File: src/rtl/vga_timing_pkg.sv
// Shared 640x480@60 timing constants and pixel-position types for the
// sync generator and the text generator.
package vga_timing_pkg;

    localparam int CNT_W = 10;

    localparam int DEF_H_DISPLAY = 640;
    localparam int DEF_H_FRONT   = 16;
    localparam int DEF_H_SYNC    = 96;
    localparam int DEF_H_BACK    = 48;
    localparam int DEF_V_DISPLAY = 480;
    localparam int DEF_V_FRONT   = 10;
    localparam int DEF_V_SYNC    = 2;
    localparam int DEF_V_BACK    = 33;

    localparam int DEF_H_TOTAL = DEF_H_DISPLAY + DEF_H_FRONT + DEF_H_SYNC + DEF_H_BACK;
    localparam int DEF_V_TOTAL = DEF_V_DISPLAY + DEF_V_FRONT + DEF_V_SYNC + DEF_V_BACK;

    localparam int DEF_H_SYNC_START = DEF_H_DISPLAY + DEF_H_FRONT;
    localparam int DEF_H_SYNC_END   = DEF_H_SYNC_START + DEF_H_SYNC - 1;
    localparam int DEF_V_SYNC_START = DEF_V_DISPLAY + DEF_V_FRONT;
    localparam int DEF_V_SYNC_END   = DEF_V_SYNC_START + DEF_V_SYNC - 1;

    typedef logic [CNT_W-1:0] coord_t;

    typedef struct packed {
        coord_t x;
        coord_t y;
    } pix_pos_t;

    // Inclusive window test used for the sync pulses.
    function automatic logic in_window(input coord_t pos, input coord_t lo, input coord_t hi);
        return (pos >= lo) && (pos <= hi);
    endfunction

endpackage

File: src/rtl/pixel_tick_gen.sv
// Divides the system clock into a one-clk pixel enable every CLK_DIV clks.
module pixel_tick_gen #(
    parameter int CLK_DIV = 2
) (
    input  logic clk,
    input  logic reset,
    output logic p_tick
);

    localparam int DW = (CLK_DIV > 1) ? $clog2(CLK_DIV) : 1;
    localparam logic [DW-1:0] LAST = DW'(CLK_DIV - 1);

    logic [DW-1:0] div_cnt;

    always_ff @(posedge clk or negedge reset) begin
        if (!reset)
            div_cnt <= '0;
        else if (div_cnt == LAST)
            div_cnt <= '0;
        else
            div_cnt <= div_cnt + DW'(1);
    end

    // Gated by reset so the enable drops immediately on assertion and, for
    // CLK_DIV=1, is already high in the first clk after release.
    assign p_tick = reset & (div_cnt == LAST);

endmodule

File: src/rtl/vga_sync_gen.sv
// VGA raster timing: pixel divider, h/v counters, registered syncs,
// visible-area flag and end-of-frame pulse.
module vga_sync_gen
    import vga_timing_pkg::*;
#(
    parameter int CLK_DIV   = 2,
    parameter int H_DISPLAY = DEF_H_DISPLAY,
    parameter int H_FRONT   = DEF_H_FRONT,
    parameter int H_SYNC    = DEF_H_SYNC,
    parameter int H_BACK    = DEF_H_BACK,
    parameter int V_DISPLAY = DEF_V_DISPLAY,
    parameter int V_FRONT   = DEF_V_FRONT,
    parameter int V_SYNC    = DEF_V_SYNC,
    parameter int V_BACK    = DEF_V_BACK
) (
    input  logic             clk,
    input  logic             reset,
    output logic             p_tick,
    output logic [CNT_W-1:0] pix_x,
    output logic [CNT_W-1:0] pix_y,
    output logic             video_on,
    output logic             hsync,
    output logic             vsync,
    output logic             frame_tick
);

    localparam int H_TOTAL = H_DISPLAY + H_FRONT + H_SYNC + H_BACK;
    localparam int V_TOTAL = V_DISPLAY + V_FRONT + V_SYNC + V_BACK;

    localparam coord_t H_MAX = coord_t'(H_TOTAL - 1);
    localparam coord_t V_MAX = coord_t'(V_TOTAL - 1);
    localparam coord_t H_VIS = coord_t'(H_DISPLAY);
    localparam coord_t V_VIS = coord_t'(V_DISPLAY);
    localparam coord_t HS_LO = coord_t'(H_DISPLAY + H_FRONT);
    localparam coord_t HS_HI = coord_t'(H_DISPLAY + H_FRONT + H_SYNC - 1);
    localparam coord_t VS_LO = coord_t'(V_DISPLAY + V_FRONT);
    localparam coord_t VS_HI = coord_t'(V_DISPLAY + V_FRONT + V_SYNC - 1);

    generate
        if (H_TOTAL > (1 << CNT_W) || V_TOTAL > (1 << CNT_W)) begin : g_bad_total
            $error("vga_sync_gen: H_TOTAL/V_TOTAL exceed counter range");
        end
        if (CLK_DIV < 1 || CLK_DIV > 16) begin : g_bad_div
            $error("vga_sync_gen: CLK_DIV must be 1..16");
        end
    endgenerate

    pixel_tick_gen #(.CLK_DIV(CLK_DIV)) u_tick (
        .clk    (clk),
        .reset  (reset),
        .p_tick (p_tick)
    );

    pix_pos_t pos_q, pos_d;
    logic     x_last, y_last;
    logic     hsync_q, vsync_q;

    assign x_last = (pos_q.x == H_MAX);
    assign y_last = (pos_q.y == V_MAX);

    always_comb begin
        pos_d = pos_q;
        if (p_tick) begin
            if (x_last) begin
                pos_d.x = '0;
                pos_d.y = y_last ? '0 : pos_q.y + coord_t'(1);
            end else begin
                pos_d.x = pos_q.x + coord_t'(1);
            end
        end
    end

    // Syncs decode the next position so they change on the same edge as the counters.
    always_ff @(posedge clk or negedge reset) begin
        if (!reset) begin
            pos_q   <= '0;
            hsync_q <= 1'b1;
            vsync_q <= 1'b1;
        end else begin
            pos_q   <= pos_d;
            hsync_q <= ~in_window(pos_d.x, HS_LO, HS_HI);
            vsync_q <= ~in_window(pos_d.y, VS_LO, VS_HI);
        end
    end

    assign pix_x      = pos_q.x;
    assign pix_y      = pos_q.y;
    assign hsync      = hsync_q;
    assign vsync      = vsync_q;
    assign video_on   = (pos_q.x < H_VIS) && (pos_q.y < V_VIS);
    assign frame_tick = p_tick & x_last & y_last;

endmodule
File: config.mk
export PLATFORM = sky130hd
export DESIGN_NAME = vga_sync_gen
export DESIGN_NICKNAME = d
export VERILOG_FILES = /design/src/rtl/vga_timing_pkg.sv /design/src/rtl/pixel_tick_gen.sv /design/src/rtl/vga_sync_gen.sv
export SDC_FILE = /design/constraint.sdc
export NUM_CORES = 1
export LEC_CHECK = 0
export CORE_MARGIN = 3
export CORE_UTILIZATION = 45
export DETAILED_ROUTE_END_ITERATION = 8
export PLACE_DENSITY = 0.75
export SLEW_MARGIN = 20
export SYNTH_ARGS = -nofsm -noshare
export SYNTH_HDL_FRONTEND = slang
export SYNTH_SLANG_ARGS = --single-unit
File: constraint.sdc
create_clock -name clk -period 2 [get_ports clk]
set_input_delay 0.3 -clock clk [delete_from_list [all_inputs] [get_ports clk]]
set_output_delay 0.3 -clock clk [all_outputs]
set_load 0.01 [all_outputs]
Word level (Yosys, flattened, before mapping)
Cells that the tools add are included.
- equality and inequality tests: 2
- bitwise gates (word level): 5
- magnitude comparators: 6
- $add $sub $neg: 3
- mux-type cells: 5
- reduce and logical (&&, ||, !) cells: 3
- operator list (cell ; count):
    $mux W10 ; 3
    $add A10 B1 Y10 const B ; 2
    $eq A10 B10 Y1 const B ; 2
    $mux W20 ; 1
    $ge A10 B10 Y1 const B ; 1
    $ge A10 B9 Y1 const B ; 1
    $le A10 B10 Y1 const B ; 1
    $le A10 B9 Y1 const B ; 1
    $lt A10 B10 Y1 const B ; 1
    $lt A10 B9 Y1 const B ; 1
    $and A1 B1 Y1 ; 3
    $logic_and A1 B1 Y1 ; 3
    $not A1 Y1 ; 2
    $add A1 B1 Y1 const B ; 1
    $mux W1 ; 1
- output and inout port bits: 25
- bits of input ports: 2
- word-level logic and storage cells: 29
- register bits: 23

Depth between registers and ports, before layout
- word-level depth: 7
- depth in mapped cells: 7

Modules after synthesis
Synthesis repeated with hierarchy kept, for this count alone.
- cells, all modules: 123
- area total of the unflattened synthesis: 1229.9 um2
- by module, submodules not included (module ; instances ; sequential area each (um2) ; cells each ; area each (um2)):
    vga_sync_gen ; 1 ; 553.0 ; 120 ; 1194.9
    pixel_tick_gen ; 1 ; 25.0 ; 3 ; 35.0

Worst setup path after synthesis
OpenSTA, ideal clock, no wires.
- kind: reg2reg
- start: reg pos_q (netlist bit pix_x[5])
- end: reg hsync_q (netlist: hsync)
- path buffers: 1
- arrival time: 2109 ps
- cell stages (with the launch flop): 7
- period minus slack after synthesis: 2204 ps
- slack: -204 ps
- path through: dfrtp_1 -> or3_1 -> or4_4 -> buf_6 -> o21ai_1 -> nor3_1 -> or4_1
- longest elaborated chain between the ends: 6
- RTL lines (element ; line ; source):
    from (decl) ; vga_sync_gen.sv:54 ; pix_pos_t pos_q, pos_d;
    from (signal assigned) ; vga_sync_gen.sv:80 ; pos_q <= pos_d;
    $add A10 B1 Y10 / $eq A10 B10 Y1 (equally long branches) ; vga_sync_gen.sv:68, vga_sync_gen.sv:58 ;
    $mux W10 ; vga_sync_gen.sv:64 ; if (x_last) begin
    $mux W20 * ; vga_sync_gen.sv:63 ; if (p_tick) begin
    $ge A10 B10 Y1 / $le A10 B10 Y1 (equally long branches) ; vga_timing_pkg.sv:33 ; return (pos >= lo) && (pos <= hi);
    $logic_and A1 B1 Y1 * ; vga_timing_pkg.sv:33 ;
    $not A1 Y1 * ; vga_sync_gen.sv:81 ; hsync_q <= ~in_window(pos_d.x, HS_LO, HS_HI);
    to (signal assigned) ; vga_sync_gen.sv:81 ;
    to (decl) ; vga_sync_gen.sv:56 ; logic hsync_q, vsync_q;
Every way passes the cells marked *; elsewhere a longest branch is shown, timed or not.

Worst setup path in the final report
- start: reg pos_q (netlist bit pix_x[5])
- end: out frame_tick
- longest elaborated chain between the ends: 3
- RTL lines (element ; line ; source):
    $eq A10 B10 Y1 ; vga_sync_gen.sv:58 ; assign x_last = (pos_q.x == H_MAX);
    $and A1 B1 Y1 (2 in series) ; vga_sync_gen.sv:91 ; assign frame_tick = p_tick & x_last & y_last;
    to (decl) ; vga_sync_gen.sv:24 ; output logic frame_tick
No other way between the ends.

==> impl_metrics.ini <==
[run_status]
outcome = complete, but fails checks
failing_checks = setup timing

[global_routing]
number_of_antenna_violations_at_the_first_check_in_global_routing = 0
globalRoute.totalOverflow = 0
grt_max_degree = 14
first_global_vias = 1243
grt_first_pass_wirelength_um = 6020
grt_usage = 0.230

[power]
finalPower_mw = 1.21
power.density_nw_per_um2 = 621
power.ir.vdd_worst_mv = 0.716
p_leak_nw = 0.876

[placed_design]
preCtsSetupSlack_ns = -0.446
weighted_congestion_at_the_end_of_routability_driven_global_placement = 0.900
numPortBuffers = 26
dp_hpwl_um = 2680

[clock_network]
clock_path_buffers = 2
insertion_delay_ns = 0.32
cts_max_level = 1
tritoncts = done
cts.reportedPaths.clkPinSlew_ns = 0.13
cts.root.buffer_cell = sky130_fd_sc_hd__clkbuf_4
clock-sinks = 23
numCtsBuffers = 3

[die]
fp.coreArea_um2 = 2570
io_pins = 27
fp-row-count = 18
initial_core_util = 0.494
design.die.area_um2 = 3490
die_y_um = 59.1
die_width_um = 59.1

[sta]
max_clock_freq_mhz = 464
timing.final.crit_share = 1.08
timing.final.max_slew_violations = 0
report.final.setup_viol = 2
hold_violations = 0
post-route-min-period_ns = 2.15
max_slew.worst_pin.slew_ns = 0.470
post-route-worst-setup-slack_ns = -0.153
relSlewSlack = 0.684
rsz0062_at_grt = true
clock_skew_ns = 0.00158

[final_layout]
area_delta_synth_final_pct = 53.3
post_route_cells_drive_above_1_share = 0.320
number_of_antenna_diodes = 0
nets = 209

[routing]
drt_first_iter_violations = 78
vias = 1295
drc_errors = 0
detailedRoute.firstPassIterationCount = 4
wl_per_cell_um = 15.1
routed_wl_um = 3510
drtAntennaViolNets = 0
avgViaCountPerCell = 5.56

[yosys]
yosys_register_bits = 23
count_of_flip_flops_with_a_built_in_enable_after_synthesis = 0
postSynthNetCount = 139
asyncSetResetFlopFracSynth = 1.00
ys_types = 39
number_of_instances_in_the_synthesized_netlist = 134
synth_top_cells_by_area = sky130_fd_sc_hd__dfrtp_1, sky130_fd_sc_hd__dfstp_2, sky130_fd_sc_hd__xor2_1
synth_area_um2 = 1270
ys.warnings.count = 0
yosys_most_used_dff = sky130_fd_sc_hd__dfrtp_1
synthDominantCellAreaShare = 0.414
netlist.top_cell.by_area = sky130_fd_sc_hd__dfrtp_1
yosysSeqAreaShare = 0.456
synth_area_per_cell_um2 = 9.47

[critical_path]
cp_data_arrival_time_ns = 1.85
worst-path-max-fanout = 2
setup.worst_path.end_class = output pin
worst_setup_path_start_kind = flop
critical_path_required_ns = 1.70
worstRegToRegCells = 6
timing_worst_setup_path_type = reg -> out

[run]
timing.max_cap.violations = 0

[worst_hold_path]
worst_hold_path_type = in -> async
==> cells by family (layout without fill, tap and decap cells) <==
| kind of cell | after synthesis | after routing | share of synthesized area |
|---|---|---|---|
| xor gates and xnor gates | 10 | 10 | 0.0690 |
| DFF | 23 | 23 | 0.456 |
| muxes | 1 | 1 | 0.00888 |
| and+or+nand+nor | 60 | 60 | 0.274 |
| buffers and inverters | 14 | 83 | 0.0473 |
| adders and majority gates | 3 | 3 | 0.0296 |
| AOI/OAI and AO/OA | 23 | 23 | 0.115 |
==> per-layer routing <==
metal  vias up  GRT usage  share of wire
met5         -          0              0
met4         0      0.113          0.025
met3         9     0.0349          0.060
li1        627          -              -
met2        44      0.345           0.47
met1       615      0.323           0.44
==> path summary, 6_finish.rpt <==
| path | from | endpoint | slack [ns] |
|---|---|---|---|
| max | pix_x[5]$_DFF_PN0_ | frame_tick | -0.15 |
| min | reset | pix_y[2]$_DFF_PN0_ | 0.02 |
| max reg2reg | pix_x[5]$_DFF_PN0_ | hsync$_DFF_PN1_ | -0.09 |
| min reg2reg | u_tick.div_cnt$_DFF_PN0_ | u_tick.div_cnt$_DFF_PN0_ | 0.54 |
| max in group asynchronous | reset | hsync$_DFF_PN1_ | 1.70 |
| min in group clk | u_tick.div_cnt$_DFF_PN0_ | u_tick.div_cnt$_DFF_PN0_ | 0.54 |
==> cells in the mapped netlist (4+ instances only) <==
cell / number
sky130_fd_sc_hd__nand4_1: 6
sky130_fd_sc_hd__nand3_1: 8
sky130_fd_sc_hd__nor4_1: 6
sky130_fd_sc_hd__xnor2_1: 4
sky130_fd_sc_hd__xor2_1: 6
sky130_fd_sc_hd__dfrtp_1: 21
sky130_fd_sc_hd__o21ai_0: 8
sky130_fd_sc_hd__inv_1: 10
sky130_fd_sc_hd__nor2_1: 4
sky130_fd_sc_hd__and3_1: 5
sky130_fd_sc_hd__nand2_1: 13
==> critical path: stages (launching register included) <==
cell and delay [ns]:
sky130_fd_sc_hd__dfrtp_2 0.42, sky130_fd_sc_hd__or3_4 0.38, sky130_fd_sc_hd__or4_4 0.50, sky130_fd_sc_hd__nor2_2 0.09, sky130_fd_sc_hd__buf_2 0.13
==> final cells by class <==
cell class,instances,area [um^2]
Multi-Input combinational cell,97,678
Clock buffer,3,22.5
Fill cell,186,623
Clock inverter,1,5.00
Inverter,10,37.5
Timing Repair Buffer,69,584
Tap cell,30,37.5
Sequential cell,23,579
==> state kept, by name, indices dropped and copies added, names as in the netlist <==
name            flops
u_tick.div_cnt      1
pix_x              10
vsync               1
hsync               1
pix_y              10
==> power by group <==
part           switching, mW  leakage, nW  internal [mW]
registers             0.0290        0.289          0.514
clock network          0.153       0.0177         0.0751
logic                  0.190        0.569          0.246
total                  0.372        0.876          0.836
==> cell usage in the layout, fill, tap and decap left out, types with 3 or more instances in the layout <==
master / count
sky130_fd_sc_hd__nor4_1: 5
sky130_fd_sc_hd__nor2_1: 3
sky130_fd_sc_hd__and3_1: 5
sky130_fd_sc_hd__inv_1: 10
sky130_fd_sc_hd__dfrtp_1: 20
sky130_fd_sc_hd__o21ai_0: 7
sky130_fd_sc_hd__xor2_1: 6
sky130_fd_sc_hd__a21oi_1: 3
sky130_fd_sc_hd__nand2_1: 13
sky130_fd_sc_hd__clkbuf_4: 3
sky130_fd_sc_hd__nand3_1: 8
sky130_fd_sc_hd__ha_1: 3
sky130_fd_sc_hd__buf_4: 41
sky130_fd_sc_hd__clkdlybuf4s50_1: 22
sky130_fd_sc_hd__xnor2_1: 4
sky130_fd_sc_hd__nand4_1: 6
==> metrics by stage <==
stage                     std cells  TNS, ns  instance area (um^2)   util  hold slack [ns]
final                           233   -0.248                  1940  0.757           0.0224
after floorplan                 134   -0.158                  1270      -          0.00441
after detailed placement        225    -2.53                  1840  0.717            0.463
after global placement          225    -2.22                  1840  0.717            0.457
after global routing            233   -0.570                  1940  0.757           0.0138
after CTS                       233   -0.275                  1930  0.751          0.00888
==> what timing repair did <==
| item | in CTS | in global routing |
|---|---|---|
| buffers inserted | 4 | 0 |
| hold buffers | 0 | 0 |
| pin swaps | 5 | 2 |
| gates resized for setup | 16 | 7 |
| hold endpoints to repair | 0 | 0 |
| endpoints found under the setup margin | 6 | 9 |
No activity file was read; power rests on OpenSTA's default activity.
